$ cat config.mk
export PLATFORM = sky130hd
export DESIGN_NAME = spi_slave_if
export DESIGN_NICKNAME = d
export VERILOG_FILES = /design/src/rtl/spi_slave_if.sv
export SDC_FILE = /design/constraint.sdc
export NUM_CORES = 1
export LEC_CHECK = 0
export BUFFER_PORTS_ARGS = -buffer_cell sky130_fd_sc_hd__buf_2
export CAP_MARGIN = 20
export CORE_MARGIN = 3
export CORE_UTILIZATION = 57
export CTS_CLUSTER_SIZE = 14
export DETAILED_ROUTE_END_ITERATION = 6
export GPL_TIMING_DRIVEN = 0
export HOLD_SLACK_MARGIN = 0.12
export PLACE_DENSITY = 0.75
export SLEW_MARGIN = 20
export SYNTH_ARGS = -nofsm -noshare
export SYNTH_HDL_FRONTEND = slang
export SYNTH_SLANG_ARGS = --single-unit
$ cat constraint.sdc
create_clock -name clk -period 2.1 [get_ports clk]
set_clock_uncertainty 0.05 [all_clocks]
set_input_delay 0.42 -clock clk [delete_from_list [all_inputs] [get_ports clk]]
set_output_delay 0.42 -clock clk [all_outputs]
set_load 0.01 [all_outputs]
$ cat src/rtl/spi_slave_if.sv
// spi_slave_if: SPI slave front end sampling SS_n/MOSI on clk. Receives
// 10-bit frames {cmd[1:0], payload[7:0]} MSB first, strobes them to the RAM,
// and serialises a read byte back on MISO after a read-data frame.
// Optional feature: define SPI_FRAME_ERR_EN to add the frame_err output,
// a one-cycle pulse when SS_n rises before a frame's last bit was sampled.
module spi_slave_if (
  input  logic       clk,
  input  logic       rst_n,
  input  logic       SS_n,
  input  logic       MOSI,
  output logic       MISO,
  output logic [9:0] rx_data,
  output logic       rx_valid,
  input  logic [7:0] tx_data,
  input  logic       tx_valid
`ifdef SPI_FRAME_ERR_EN
  ,
  output logic       frame_err
`endif
);

  localparam int unsigned RX_W  = 10;
  localparam int unsigned TX_W  = 8;
  localparam int unsigned CNT_W = 4;

  typedef enum logic [2:0] {
    IDLE      = 3'd0,
    CHK_CMD   = 3'd1,
    WRITE     = 3'd2,
    READ_ADD  = 3'd3,
    READ_DATA = 3'd4
  } state_e;

  state_e              state_q, state_d;
  logic [CNT_W-1:0]    cnt_q, cnt_d;
  logic [RX_W-2:0]     rx_shift_q, rx_shift_d;
  logic                done_q, done_d;
  logic                rd_addr_seen_q, rd_addr_seen_d;
  logic                armed_q, armed_d;
  logic [RX_W-1:0]     rx_data_q, rx_data_d;
  logic                rx_valid_q, rx_valid_d;
  logic [TX_W-1:0]     tx_shift_q, tx_shift_d;
  logic                tx_loaded_q, tx_loaded_d;
  logic [CNT_W-1:0]    tx_cnt_q, tx_cnt_d;
  logic                miso_q, miso_d;
`ifdef SPI_FRAME_ERR_EN
  logic                frame_err_q, frame_err_d;
`endif

  // Next-state, frame assembly and read-byte serialisation.
  always_comb begin
    state_d        = state_q;
    cnt_d          = cnt_q;
    rx_shift_d     = rx_shift_q;
    done_d         = done_q;
    rd_addr_seen_d = rd_addr_seen_q;
    armed_d        = armed_q | SS_n;
    rx_data_d      = rx_data_q;
    rx_valid_d     = 1'b0;
    tx_shift_d     = tx_shift_q;
    tx_loaded_d    = tx_loaded_q;
    tx_cnt_d       = tx_cnt_q;
    miso_d         = 1'b0;
`ifdef SPI_FRAME_ERR_EN
    frame_err_d    = 1'b0;
`endif

    unique case (state_q)
      IDLE: begin
        cnt_d       = '0;
        done_d      = 1'b0;
        rx_shift_d  = '0;
        tx_shift_d  = '0;
        tx_loaded_d = 1'b0;
        tx_cnt_d    = '0;
        // armed_q demands SS_n was seen high since reset: a fresh select only
        if (!SS_n && armed_q) state_d = CHK_CMD;
      end

      CHK_CMD: begin
        if (SS_n) begin
          state_d = IDLE;
`ifdef SPI_FRAME_ERR_EN
          frame_err_d = 1'b1;
`endif
        end else begin
          rx_shift_d = {(RX_W-2)'(0), MOSI};
          cnt_d      = CNT_W'(RX_W - 2);
          if (!MOSI)               state_d = WRITE;
          else if (rd_addr_seen_q) state_d = READ_DATA;
          else                     state_d = READ_ADD;
        end
      end

      WRITE, READ_ADD, READ_DATA: begin
        if (!done_q) begin
          // Bit 0 completes the frame even if SS_n rises on the same edge
          if (cnt_q == '0) begin
            rx_data_d  = {rx_shift_q, MOSI};
            rx_valid_d = 1'b1;
            done_d     = 1'b1;
            if (state_q == READ_ADD)  rd_addr_seen_d = 1'b1;
            if (state_q == READ_DATA) rd_addr_seen_d = 1'b0;
          end else if (SS_n) begin
`ifdef SPI_FRAME_ERR_EN
            frame_err_d = 1'b1;
`endif
          end else begin
            rx_shift_d = {rx_shift_q[RX_W-3:0], MOSI};
            cnt_d      = cnt_q - CNT_W'(1);
          end
        end

        // Read byte: load once on tx_valid, then shift out MSB first
        if (state_q == READ_DATA && done_q) begin
          if (!tx_loaded_q && tx_valid) begin
            tx_shift_d  = tx_data;
            tx_loaded_d = 1'b1;
            tx_cnt_d    = CNT_W'(TX_W);
          end else if (tx_cnt_q != '0) begin
            miso_d     = tx_shift_q[TX_W-1];
            tx_shift_d = {tx_shift_q[TX_W-2:0], 1'b0};
            tx_cnt_d   = tx_cnt_q - CNT_W'(1);
          end
        end

        if (SS_n) begin
          state_d     = IDLE;
          cnt_d       = '0;
          done_d      = 1'b0;
          rx_shift_d  = '0;
          tx_shift_d  = '0;
          tx_loaded_d = 1'b0;
          tx_cnt_d    = '0;
          miso_d      = 1'b0;
        end
      end

      default: state_d = IDLE;
    endcase
  end

  // State and datapath registers.
  always_ff @(posedge clk or negedge rst_n) begin
    if (!rst_n) begin
      state_q        <= IDLE;
      cnt_q          <= '0;
      rx_shift_q     <= '0;
      done_q         <= 1'b0;
      rd_addr_seen_q <= 1'b0;
      armed_q        <= 1'b0;
      rx_data_q      <= '0;
      rx_valid_q     <= 1'b0;
      tx_shift_q     <= '0;
      tx_loaded_q    <= 1'b0;
      tx_cnt_q       <= '0;
      miso_q         <= 1'b0;
`ifdef SPI_FRAME_ERR_EN
      frame_err_q    <= 1'b0;
`endif
    end else begin
      state_q        <= state_d;
      cnt_q          <= cnt_d;
      rx_shift_q     <= rx_shift_d;
      done_q         <= done_d;
      rd_addr_seen_q <= rd_addr_seen_d;
      armed_q        <= armed_d;
      rx_data_q      <= rx_data_d;
      rx_valid_q     <= rx_valid_d;
      tx_shift_q     <= tx_shift_d;
      tx_loaded_q    <= tx_loaded_d;
      tx_cnt_q       <= tx_cnt_d;
      miso_q         <= miso_d;
`ifdef SPI_FRAME_ERR_EN
      frame_err_q    <= frame_err_d;
`endif
    end
  end

  assign MISO     = miso_q;
  assign rx_data  = rx_data_q;
  assign rx_valid = rx_valid_q;
`ifdef SPI_FRAME_ERR_EN
  assign frame_err = frame_err_q;
`endif

endmodule

# Word-level counts from Yosys, hierarchy flattened
# Cells that the tools add are included.
[totals] ff_bits=44 in_bits=13 out_inout_bits=12 wordCells=89
[classes] n_addsub=2 n_eq_ne=12 n_mux=43 bitwise_logic=2 reduce_logical=18
[ops] op="2-to-1 mux 9 bit" count=4
[ops] op="2-to-1 mux 4 bit" count=8
[ops] op="2-to-1 mux 8 bit" count=4
[ops] op="one-hot mux 9 bit (3 select lines)" count=1
[ops] op="one-hot mux 8 bit (2 select lines)" count=1
[ops] op="2-to-1 mux 1 bit" count=15
[ops] op="2-to-1 mux 3 bit" count=5
[ops] op="!= test 3 bit, second input constant" count=4
[ops] op="one-hot mux 4 bit (3 select lines)" count=1
[ops] op="one-hot mux 3 bit (3 select lines)" count=1
[ops] op="AND reduction 3 bit" count=3
[ops] op="one-hot mux 4 bit (2 select lines)" count=1
[ops] op="AND reduction 4 bit" count=2
[ops] op="subtractor 4 x 1 -> 4 bit, second input constant" count=2
[ops] op="equality test 3 x 2 -> 1 bit, second input constant" count=2
[ops] op="!= test 2 bit, second input constant" count=3
[ops] op="logical NOT 4 bit" count=1
[ops] op="!= test 4 bit, second input constant" count=1
[ops] op="one-hot mux 1 bit (2 select lines)" count=2
[ops] op="nonzero test 2 bit" count=2
[ops] op="nonzero test 4 bit" count=1
[ops] op="equality test 3 x 1 -> 1 bit, second input constant" count=1
[ops] op="equality test 3 bit, second input constant" count=1
[ops] op="logical AND 1 bit" count=3
[ops] op="other kinds (7)" count=8

# Depth between registers and ports, before layout
[depth] ltp_word=6 depth_mapped=7 depth_no_buf=6

# Worst setup path after synthesis
# Ideal clock, no wire load.
[synth_path] path_kind="register to register" from="register tx_cnt_q[0]" to="register tx_shift_q[1]" setup_time_ns=0.125 arrival_ns=1.692 required_ns=1.925 setup_slack_ns=0.233 stages_incl_launch_ff=7 path_buffers=1 synth_period_minus_slack_ns=1.867 path_cell_list="dfrtp_1 inv_1 ha_1 or3b_1 o31a_1 buf_6 mux2_4"
[synth_between] elab_chain_len=3
[synth_rtl] item="start: declaration" line_no="44" source="logic [CNT_W-1:0] tx_cnt_q, tx_cnt_d;"
[synth_rtl] item="start signal: assignment" line_no="172" source="tx_cnt_q <= tx_cnt_d;"
[synth_rtl] item="nonzero test 4 bit" line_no="120" source="end else if (tx_cnt_q != '0) begin"
[synth_rtl] item="!= test 4 bit (no source line)"
[synth_rtl] item="AND reduction 3 bit (no source line)"
[synth_rtl] item="end signal: assignment" line_no="170" source="tx_shift_q <= tx_shift_d;"
[synth_rtl] item="end: declaration" line_no="42" source="logic [TX_W-1:0] tx_shift_q, tx_shift_d;"
# No other way between the ends.
# A chain may end at the register's enable or synchronous reset.

# Worst setup path after layout
[layout_path] from="register state_q[1]" to="register tx_shift_q[2]"
[layout_between] elab_chain_len=4 elab_cells_between_ends=11 classes_between="eq/ne (5); mux (1); reduce/logical (5)"
[layout_rtl] item="start: declaration" line_no="34" source="state_e state_q, state_d;"
[layout_rtl] item="start signal: assignment" line_no="162" source="state_q <= state_d;"
[layout_rtl] item="equality test 3 x 2 -> 1 bit / equality test 3 bit (equally long branches)" line_no="68, 115"
[layout_rtl] item="OR reduction 3 bit / logical AND 1 bit (equally long branches)" line_no="68, 115"
[layout_rtl] item="!= test 4 bit (no source line) (tied with other cells)"
[layout_rtl] item="AND reduction 3 bit (no source line)"
# Several ways; a longest one is shown, not always the timed one.

==> flow_summary.toml <==
[setup_path]
worstPathRequired_ns = 2.22
critical_path_arrival_ns = 2.14
cp_slowest_cell = "dfrtp_1"
crit_path_start = "state_q[1]"
startpoint_type = "flop"
path_cells = "buf_2, o21bai_1, a22oi_2, o31a_1, buf_6, mux2_4"
path_class = "reg -> reg"
crit_path_max_fanout = 10
endpoint_kind = "flop"
regToRegStartpoint = "state_q[1]"
slowest_delay_ns = 0.44

[route]
routed_wirelength_um = 4205
viasPerCell = 5.597
drtIter0Drc = 137
drc = 0
firstDrtPassIters = 4
vias = 1556
wl_per_cell_um = 15.13
route.antenna.remaining_nets = 0

[synthesis]
ys_seq_elements = 44
synth_mux_area_share_pct = 11.93
yosys.area.top_type = "dfrtp_1"
syn-num-nets = 221
synth_edf_count = 0
synth_top_family_by_area = "simple AND/OR/NAND/NOR gates"
yosysSeqAreaShare_pct = 51.22
synth_cells = 204
synth_common_cells = "44 x dfrtp_1, 21 x nand2_1, 19 x inv_1"
synth_compound_area_share_pct = 13.15
synth_area_leaders = "dfrtp_1 51%, mux2_2 6.8%, mux2_4 4.2%"
yosys.area_share.simple_pct = 15.13
async_flop_share_pct = 100.0
ys_types = 39
syn_area_per_cell_um2 = 10.54
synth_top_area_share_pct = 51.22
synth_area_um2 = 2150
synth.most_common_cell = "dfrtp_1"
yosys_warnings = 0
synth_flop_cell = "dfrtp_1"
yosys.area_share.xor_xnor_pct = 0
synth_adder_area_share_pct = 2.328

[global_route]
antenna_found_initial = 0
grt_pass1_wl_um = 6920
grt_pass1_vias = 1518
grt_max_degree = 45
track_usage_pct = 20.51
grt_overflow = 0

[placed_design]
gp_congestion = 0.8683
pre_cts_ws_ns = -0.03591
port_buffers = 23
hpwl_um = 2914

[clock_tree]
cts-htree-levels = 2
insertion_delay_ns = 0.29
cts_tree = "yes"
clk_pin_slew_worst_paths_ns = 0.07
numClockSinks = 44
cts-root-buf = "clkbuf_8"
cts_setup_buffers = 0
cts_hold_buf = 0
clockBufferDepth = 2
cts_buffers = 5

[sta]
max_freq_ghz = 0.4957
rsz0062_at_grt = "false"
worst_slack_ns = 0.08250
drv_slew = 0
period_share_pct = 96.07
max_slew_margin_pct = 36.39
hold_viol_final = 0
setup_viol = 0
worst_pin_slew_ns = 0.9541
final.min_clock_period_ns = 2.018

[floorplanning]
start_util_pct = 61.51
dieHeight_um = 67.41
io_pins = 25
num_rows = 21
die_width_um = 67.41
core_area_um2 = 3495
dieArea_um2 = 4544

[final_layout]
fill_cells = 281
regArea_um2 = 1101
area_delta_synth_final_pct = 11.70
multi_input_area_um2 = 924.6
drive_gt1_share_pct = 25.43
diodes = 0
nNetsFinal = 251

[power]
p_per_area_nw_per_um2 = 871.7
irDropWorstVdd_mv = 0.4817
power_w = 0.002093
p_leak_nw = 1.113

[run_status]
status = "finished clean"

[worst_hold_path]
worst_hold_path_type = "in -> async"

[run]
maxCapViolations = 0
==> path summary, 6_finish.rpt <==
kind | end | slack, ns | depth (start not counted)
min reg2reg | armed_q | 0.43 | 1
min | rx_valid | 0.23 | 1
max reg2reg | tx_shift_q[2] | 0.08 | 6
min in group clk | tx_shift_q[0] | 0.34 | 3
max in group asynchronous | tx_shift_q[6] | 1.17 | 1
max | tx_shift_q[2] | 0.08 | 6
==> layer usage <==
layer  routed length [µm]  GRT usage (%)  vias up
li1                     -              -      766
met1                 1996          27.56      750
met2                 1999          32.52       33
met3                  137          4.160        7
met4                   71          8.354        0
met5                    0              0        -
==> final cells by class <==
cell class,count,share of cell area [%]
tap,46,2.397
buffer,12,2.606
clock buffer,5,2.866
inverter,19,2.970
timing repair buffer,23,4.794
sequential,44,45.86
multi-input combinational,129,38.51
==> report_power, final <==
group | switching (W) | internal (W) | total, W
combinational | 0.000385 | 0.000259 | 0.000644
sequential | 0.0000631 | 0.000922 | 0.000986
clock | 0.000249 | 0.000214 | 0.000464
total | 0.000697 | 0.00140 | 0.00209
==> cells by family (layout without fill, tap and decap cells) <==
family                     count (synthesis)  after routing
and+or+nand+nor                           59             59
AOI/OAI and AO/OA                         45             45
DFF                                       44             44
buffers and inverters                     31             59
muxes                                     21             21
adders and majority gates                  4              4
==> registers in the layout, summed over array words and instances, names as in the netlist <==
name and cells:
state_q 3, MISO 1, rd_addr_seen_q 1, cnt_q 4
armed_q 1, done_q 1, tx_shift_q 8, rx_shift_q 9
tx_cnt_q 4, tx_loaded_q 1, rx_data 10, rx_valid 1
==> cell usage in the layout (no fill, tap or decap), drive strengths merged <==
cell type,netlist,routed
o21ai,17,17
ha,4,4
nand2b,3,3
clkbuf,8,13
a21oi,10,10
or4,1,1
buf,4,27
o221ai,1,1
nand4,11,11
o21a,1,1
and2,1,1
o22ai,1,1
or3b,1,1
o21bai,2,2
nor2,3,3
nand4b,1,1
a41oi,1,1
a22oi,1,1
or3,2,2
mux2,19,19
o31a,1,1
nor3,4,4
nor2b,4,4
nand2,21,21
or2,2,2
nand3,1,1
o221a,1,1
o2bb2ai,3,3
a211oi,2,2
o21ba,1,1
inv,19,19
a31oi,3,3
mux2i,2,2
dfrtp,44,44
nor3b,4,4
==> per-stage QoR <==
step                      setup TNS, ns  instance area, µm²  cells  util, %  hold slack, ns
after CTS                             0                2391    278    68.42          0.2648
after floorplan                       0                2150    204        -         0.07441
after global routing                  0                2401    278    68.71          0.3049
final                                 0                2401    278    68.71          0.2324
after detailed placement        -0.1660                2322    273    66.45          0.4148
after global placement                0                2322    273    66.45          0.4040
==> repair_timing <==
action	CTS	global route
endpoints found under the setup margin	0	15
hold endpoints to repair	0	0
resized for setup	0	2
==> critical path: cells and delay by family, from the launching register on <==
family | cells | cell delay, ns
AOI/OAI and AO/OA | 3 | 0.72
buffers and inverters | 2 | 0.38
DFF | 1 | 0.44
muxes | 1 | 0.31
Note: power is estimated with default switching activity, not from simulation.
